==> src/rtl/seg7_scan_blink.sv <==
// seg7_scan_blink: drives a 4-digit common-anode 7-segment display by
// time-multiplexing four BCD digits. Each digit slot opens with a dead time
// (all anodes off) to suppress ghosting. Digits selected by blink_mask go
// dark while the 2 Hz blink input is low.
// SCAN_DIV must be >= 2, and 1 <= DEAD_CYCLES < SCAN_DIV.
module seg7_scan_blink #(
   parameter int SCAN_DIV         = 50000,
   parameter int DEAD_CYCLES      = 500,
   parameter bit SEG_ACTIVE_LOW   = 1'b1,
   parameter bit ANODE_ACTIVE_LOW = 1'b1
) (
   input  logic        clk,
   input  logic        reset,
   input  logic [15:0] digits,
   input  logic [3:0]  blink_mask,
   input  logic        blink,
   input  logic [3:0]  dp_mask,
   output logic [3:0]  anode,
   output logic [6:0]  seg,
   output logic        dp
);

   localparam int CW = (SCAN_DIV > 2) ? $clog2(SCAN_DIV) : 1;

   localparam logic [3:0] ANODE_OFF = ANODE_ACTIVE_LOW ? 4'hF : 4'h0;
   localparam logic [6:0] SEG_OFF   = SEG_ACTIVE_LOW ? 7'h7F : 7'h00;
   localparam logic       DP_OFF    = SEG_ACTIVE_LOW;

   // Slot timing state.
   logic [CW-1:0] cnt_q, cnt_d;
   logic [1:0]    idx_q, idx_d;

   // Per-slot snapshot of the digit being shown.
   logic [3:0]    data_q, data_d;
   logic          dp_q, dp_d;
   logic          mask_q, mask_d;

   // Blink synchroniser.
   logic          blink_q;

   // Registered outputs.
   logic [3:0]    anode_q, anode_d;
   logic [6:0]    seg_q, seg_d;
   logic          dp_out_q, dp_out_d;

   // One-hot digit select, active-high.
   logic [3:0]    onehot;

   // Active-high gfedcba pattern for one BCD digit; non-BCD codes show a dash.
   function automatic logic [6:0] decode(input logic [3:0] bcd);
      logic [6:0] pat;
      pat = 7'h40;
      case (bcd)
         4'd0:    pat = 7'h3F;
         4'd1:    pat = 7'h06;
         4'd2:    pat = 7'h5B;
         4'd3:    pat = 7'h4F;
         4'd4:    pat = 7'h66;
         4'd5:    pat = 7'h6D;
         4'd6:    pat = 7'h7D;
         4'd7:    pat = 7'h07;
         4'd8:    pat = 7'h7F;
         4'd9:    pat = 7'h6F;
         default: pat = 7'h40;
      endcase
      return pat;
   endfunction

   genvar gi;
   generate
      for (gi = 0; gi < 4; gi++) begin : g_onehot
         assign onehot[gi] = (idx_q == 2'(gi));
      end
   endgenerate

   // Slot counter, digit index and start-of-slot capture of the digit's data.
   always_comb begin
      cnt_d  = cnt_q + CW'(1);
      idx_d  = idx_q;
      data_d = data_q;
      dp_d   = dp_q;
      mask_d = mask_q;
      if (cnt_q == CW'(SCAN_DIV - 1)) begin
         cnt_d = '0;
         idx_d = idx_q + 2'd1;
      end
      // Sampling only at cnt == 0 freezes the slot's content, so inputs that
      // change mid-slot wait for the digit's next turn.
      if (cnt_q == '0) begin
         data_d = digits[4*idx_q +: 4];
         dp_d   = dp_mask[idx_q];
         mask_d = blink_mask[idx_q];
      end
   end

   // Output pattern: dead time first, then the digit (or a blanked digit
   // whose anode still scans so brightness is unaffected by blinking).
   always_comb begin
      logic [3:0] an_act;
      logic [6:0] seg_act;
      logic       dp_act;
      logic       lit;
      logic       blank;
      lit     = (cnt_q >= CW'(DEAD_CYCLES));
      blank   = mask_q && !blink_q;
      an_act  = 4'h0;
      seg_act = 7'h00;
      dp_act  = 1'b0;
      if (lit) begin
         an_act = onehot;
         if (!blank) begin
            seg_act = decode(data_q);
            dp_act  = dp_q;
         end
      end
      anode_d  = ANODE_ACTIVE_LOW ? ~an_act : an_act;
      seg_d    = SEG_ACTIVE_LOW ? ~seg_act : seg_act;
      dp_out_d = SEG_ACTIVE_LOW ? ~dp_act : dp_act;
   end

   // State and output registers with synchronous reset.
   always_ff @(posedge clk) begin
      if (reset) begin
         cnt_q    <= '0;
         idx_q    <= '0;
         data_q   <= '0;
         dp_q     <= 1'b0;
         mask_q   <= 1'b0;
         blink_q  <= 1'b0;
         anode_q  <= ANODE_OFF;
         seg_q    <= SEG_OFF;
         dp_out_q <= DP_OFF;
      end else begin
         cnt_q    <= cnt_d;
         idx_q    <= idx_d;
         data_q   <= data_d;
         dp_q     <= dp_d;
         mask_q   <= mask_d;
         blink_q  <= blink;
         anode_q  <= anode_d;
         seg_q    <= seg_d;
         dp_out_q <= dp_out_d;
      end
   end

   assign anode = anode_q;
   assign seg   = seg_q;
   assign dp    = dp_out_q;

endmodule

==> config.mk <==
export PLATFORM = sky130hd
export DESIGN_NAME = seg7_scan_blink
export DESIGN_NICKNAME = d
export VERILOG_FILES = /design/src/rtl/seg7_scan_blink.sv
export SDC_FILE = /design/constraint.sdc
export NUM_CORES = 1
export LEC_CHECK = 0
export BUFFER_PORTS_ARGS = -buffer_cell sky130_fd_sc_hd__buf_2
export CAP_MARGIN = 20
export CORE_MARGIN = 1.5
export CORE_UTILIZATION = 40
export DETAILED_ROUTE_END_ITERATION = 16
export GPL_TIMING_DRIVEN = 0
export SLEW_MARGIN = 40
export SYNTH_ARGS = -nofsm -noshare
export SYNTH_HDL_FRONTEND = slang
export SYNTH_SLANG_ARGS = --single-unit
==> constraint.sdc <==
create_clock -name clk -period 4.1 [get_ports clk]
set_clock_uncertainty 0.2 [all_clocks]
set_input_delay 0.41 -clock clk [delete_from_list [all_inputs] [get_ports clk]]
set_output_delay 0.41 -clock clk [all_outputs]
set_load 0.005 [all_outputs]
# Word-level counts from Yosys, hierarchy flattened
# Memories as Yosys holds them, arrays and structs flattened. A register that Yosys moved wholly into a read port is not among the register bits.
# Index checks and enable logic that the tools add are counted.
totals:
  register_bits: 37
  rom_bits: 112
  input_bits: 27
  output_inout_bits: 12
  elab_cells: 38
  mem_count: 1
memory_table:
  columns: ["name", "depth", "width", "read_ports", "rd_ports_with_merged_regs", "write_ports", "line_no", "source"]
  rows:
  - ["(name not given)", 16, 7, 1, 1, 0, "53", "case (bcd)"]
classes:
  n_addsub: 2
  n_lt_le_gt_ge: 2
  eq_ne: 4
  shift: 1
  mux: 11
  bitwise_logic: 3
  n_reduce_logical: 5
ops:
  columns: ["operator", "n"]
  rows:
  - ["16-bit by 1-bit adder with 16-bit output (second input constant)", 1]
  - ["16-bit == test (second input constant)", 1]
  - ["16-bit by 9-bit >= comparator with 1-bit output (second input constant)", 1]
  - ["16-bit zero test", 1]
  - ["16-bit by 5-bit variable part select with 4-bit output", 1]
  - ["7-bit two-way mux", 2]
  - ["4-bit two-way mux", 3]
  - ["7-bit NOT", 1]
  - ["1-bit binary-select mux with 2-bit select", 2]
  - ["2-bit == test (second input constant)", 2]
  - ["1-bit two-way mux", 4]
  - ["4-bit NOT", 1]
  - ["2-bit by 3-bit < comparator with 1-bit output (second input constant)", 1]
  - ["2-bit by 1-bit adder with 2-bit output (second input constant)", 1]
  - ["2-bit by 1-bit == test with 1-bit output (second input constant)", 1]
  - ["2-bit zero test", 1]
  - ["2-bit OR reduction", 1]
  - ["1-bit logical AND", 1]
  - ["1-bit zero test", 1]
  - ["1-bit NOT", 1]

# Logic depth before layout (Yosys ltp)
logic_depth:
  depth_word: 5
  ltp_mapped: 9
  mapped_depth_nobuf: 9

# Worst setup path after synthesis
# Ideal clock, no wire load.
synth_timing:
  path_type: "reg-to-reg"
  start: "register cnt_q[10]"
  end: "register (tool-made name)"
  setup_time_ns: 0.075
  arrival_ns: 2.306
  required_ns: 3.825
  slack_ns: 1.518
  path_stages_with_launch: 9
  path_buffers: 0
  path_cell_list: "dfxtp_1 -> or2_1 -> or4_4 -> nor3_4 -> mux2i_1 -> inv_2 -> ha_1 -> nor2b_1 -> o22ai_1"
synth_lines:
  columns: ["element", "line_no", "source"]
  rows:
  - ["start, declared", "30", "logic [CW-1:0] cnt_q, cnt_d;"]
  - ["start signal, assigned", "134", "cnt_q <= cnt_d;"]

==> results.json <==
{
  "fp.dieW_um": 73.2,
  "hp-start": "blink",
  "drt_iter0_markers": 37,
  "drv_slew": 0,
  "dp_slack_ns": 1.15,
  "cts_root_buffer": "clkbuf_8",
  "gr-usage-all-layers": 0.150,
  "placed_area_um2": 2250,
  "vias_per_cell": 4.66,
  "cts_buffer_depth": 2,
  "clkTransAtPathRegs_ns": 0.09,
  "finalPower_w": 0.000878,
  "synth_top_area_frac": 0.447,
  "rrSetupSlack_ns": 1.16,
  "r2r-start": "cnt_q[10]",
  "cts_setup_buffers": 0,
  "hold_depth": 2,
  "fp.dieH_um": 73.2,
  "syn_to_final_growth_pct": 19.7,
  "gp_congestion": 0.786,
  "firstDrtPassIters": 4,
  "hpwl_um": 2640,
  "startpoint": "cnt_q[10]",
  "ctsHoldBuffers": 0,
  "cts_resized": 0,
  "clk_latency_ns": 0.30,
  "ys.flop_type": "dfxtp_1",
  "period_share": 0.716,
  "yosysMostFrequentCell": "dfxtp_1",
  "synthDistinctLibCells": 36,
  "worstPathRequired_ns": 4.13,
  "status": "finished clean",
  "grt_pass1_vias": 1407,
  "hold_viol": 0,
  "synth_edf_count": 0,
  "antenna_found_initial": 0,
  "whs_ns": 0.134,
  "routedWlPerCell_um": 11.3,
  "cts_max_level": 2,
  "synth_fp_nets": 238,
  "fillerInstances": 455,
  "synthTopCellsByCount": "44 x dfxtp_1, 23 x nor2_1, 22 x nand2_1",
  "avgSynthCellArea_um2": 9.91,
  "synth_cells": 199,
  "io_buffers": 38,
  "io_pins": 39,
  "dr_total_vias": 1454,
  "crit_fanout": 8,
  "stdcell_area_um2": 2360,
  "synthTopCellsByArea": "dfxtp_1 45%, ha_1 7.6%, mux4_2 6.9%",
  "cts_tree": "built",
  "max_freq_mhz": 341,
  "setup_ws_ns": 1.16,
  "setup_violations": 0,
  "async_reset_ff_frac": 0,
  "clock-sinks": 44,
  "dieArea_um2": 5360,
  "crit_type": "flip-flop to flip-flop",
  "rsz0062_at_grt": "false",
  "ys_seq_elements": 44,
  "rows": 25,
  "ir_drop_v": 0.000171,
  "grt_max_degree": 16,
  "drc": 0,
  "wl_um": 3510,
  "arrival_ns": 2.96,
  "drive_gt1_frac": 0.261,
  "start_kind": "flip-flop",
  "synth.largest_area_cell": "dfxtp_1",
  "postRouteAntennaNets": 0,
  "period_needed_ns": 2.94,
  "min_to": "blink_q",
  "leakage_nw": 0.973,
  "grt_pass1_wl_um": 6170,
  "yosys_warnings": 0,
  "r2r_cells": 8,
  "grt_overflow": 0,
  "syn-cell-area_um2": 1970,
  "antenna_cells_inserted": 0,
  "yosysSeqAreaShare": 0.447,
  "cts_buffers": 5,
  "slew_headroom": 0.506,
  "core_um2": 4720,
  "p_per_area_nw_per_um2": 372,
  "finalNetCount": 283,
  "fin_setup_tns_ns": 0,
  "tightest_slew_ns": 0.721,
  "initial_core_util": 0.417,
  "holdCritPathClass": "input port to flip-flop",
  "maxCapViolations": 0,
  "endpoint_kind": "flip-flop"
}
## where the power goes
group,internal (W),switching (W)
logic,0.0000411,0.0000424
clock network,0.000184,0.000156
registers,0.000448,0.00000720
total,0.000672,0.000206
## layout make-up
class	instances	area, um2	share of cell area
Multi-Input combinational cell	135	1000	0.423
Sequential cell	44	881	0.373
Timing Repair Buffer	38	190	0.0806
Tap cell	67	83.8	0.0355
Clock buffer	5	68.8	0.0291
Inverter	13	48.8	0.0207
Clock inverter	3	46.3	0.0196
Buffer	7	42.5	0.0180
## cell usage in the layout, fill, tap and decap left out, types with 4 or more instances in the layout
master    instances
inv_1            12
dfxtp_1          44
nor2b_1           4
and3_1            4
buf_2            39
mux4_2            6
o22ai_1           5
clkbuf_8          5
a21oi_1           4
mux2i_1           6
nand2_1          22
ha_1             12
nor2_1           23
xnor2_1           7
xor2_1            8
nand4_1           6
## per-layer routing
metal | wire length [um] | vias up | share of wire | track usage
li1 | - | 762 | - | -
met1 | 1690 | 669 | 0.48 | 0.187
met2 | 1670 | 18 | 0.48 | 0.245
met3 | 102 | 5 | 0.029 | 0.0373
met4 | 52 | 0 | 0.015 | 0.0629
met5 | 0 | - | 0 | 0
## kinds of logic (layout without fill, tap and decap cells)
kind of cell,Yosys count,count (layout),synth area share
simple gates,78,78,0.201
flops,44,44,0.447
buf+inv,20,66,0.0463
compound gates,17,17,0.0590
xor+xnor,15,15,0.0666
mux,13,13,0.105
fa+ha+maj,12,12,0.0761
## how the worst max path moves through the flow
stage | to | slack (ns) | cells past startpoint
after CTS | flip-flop | 1.13 | 8
after global placement | flip-flop | 1.17 | 8
after detailed placement | flip-flop | 1.15 | 8
final | flip-flop | 1.16 | 8
after global routing | flip-flop | 0.95 | 8
after floorplan | flip-flop | 1.52 | 8
## critical path, cell delays in order (launching register included)
cell and delay [ns]:
dfxtp_1 0.35, or2_1 0.28, or4_4 0.48, nor3_4 0.27
mux2i_1 0.66, inv_2 0.15, ha_1 0.21, nor2b_1 0.12
o22ai_1 0.14
## stage by stage
| step | util | cells |
|---|---|---|
| floorplan | - | 199 |
| global placement | 0.475 | 304 |
| detailed placement | 0.475 | 304 |
| CTS | 0.500 | 312 |
| global route | 0.500 | 312 |
| finish | 0.500 | 312 |
Power figures use the tool's default switching activity.
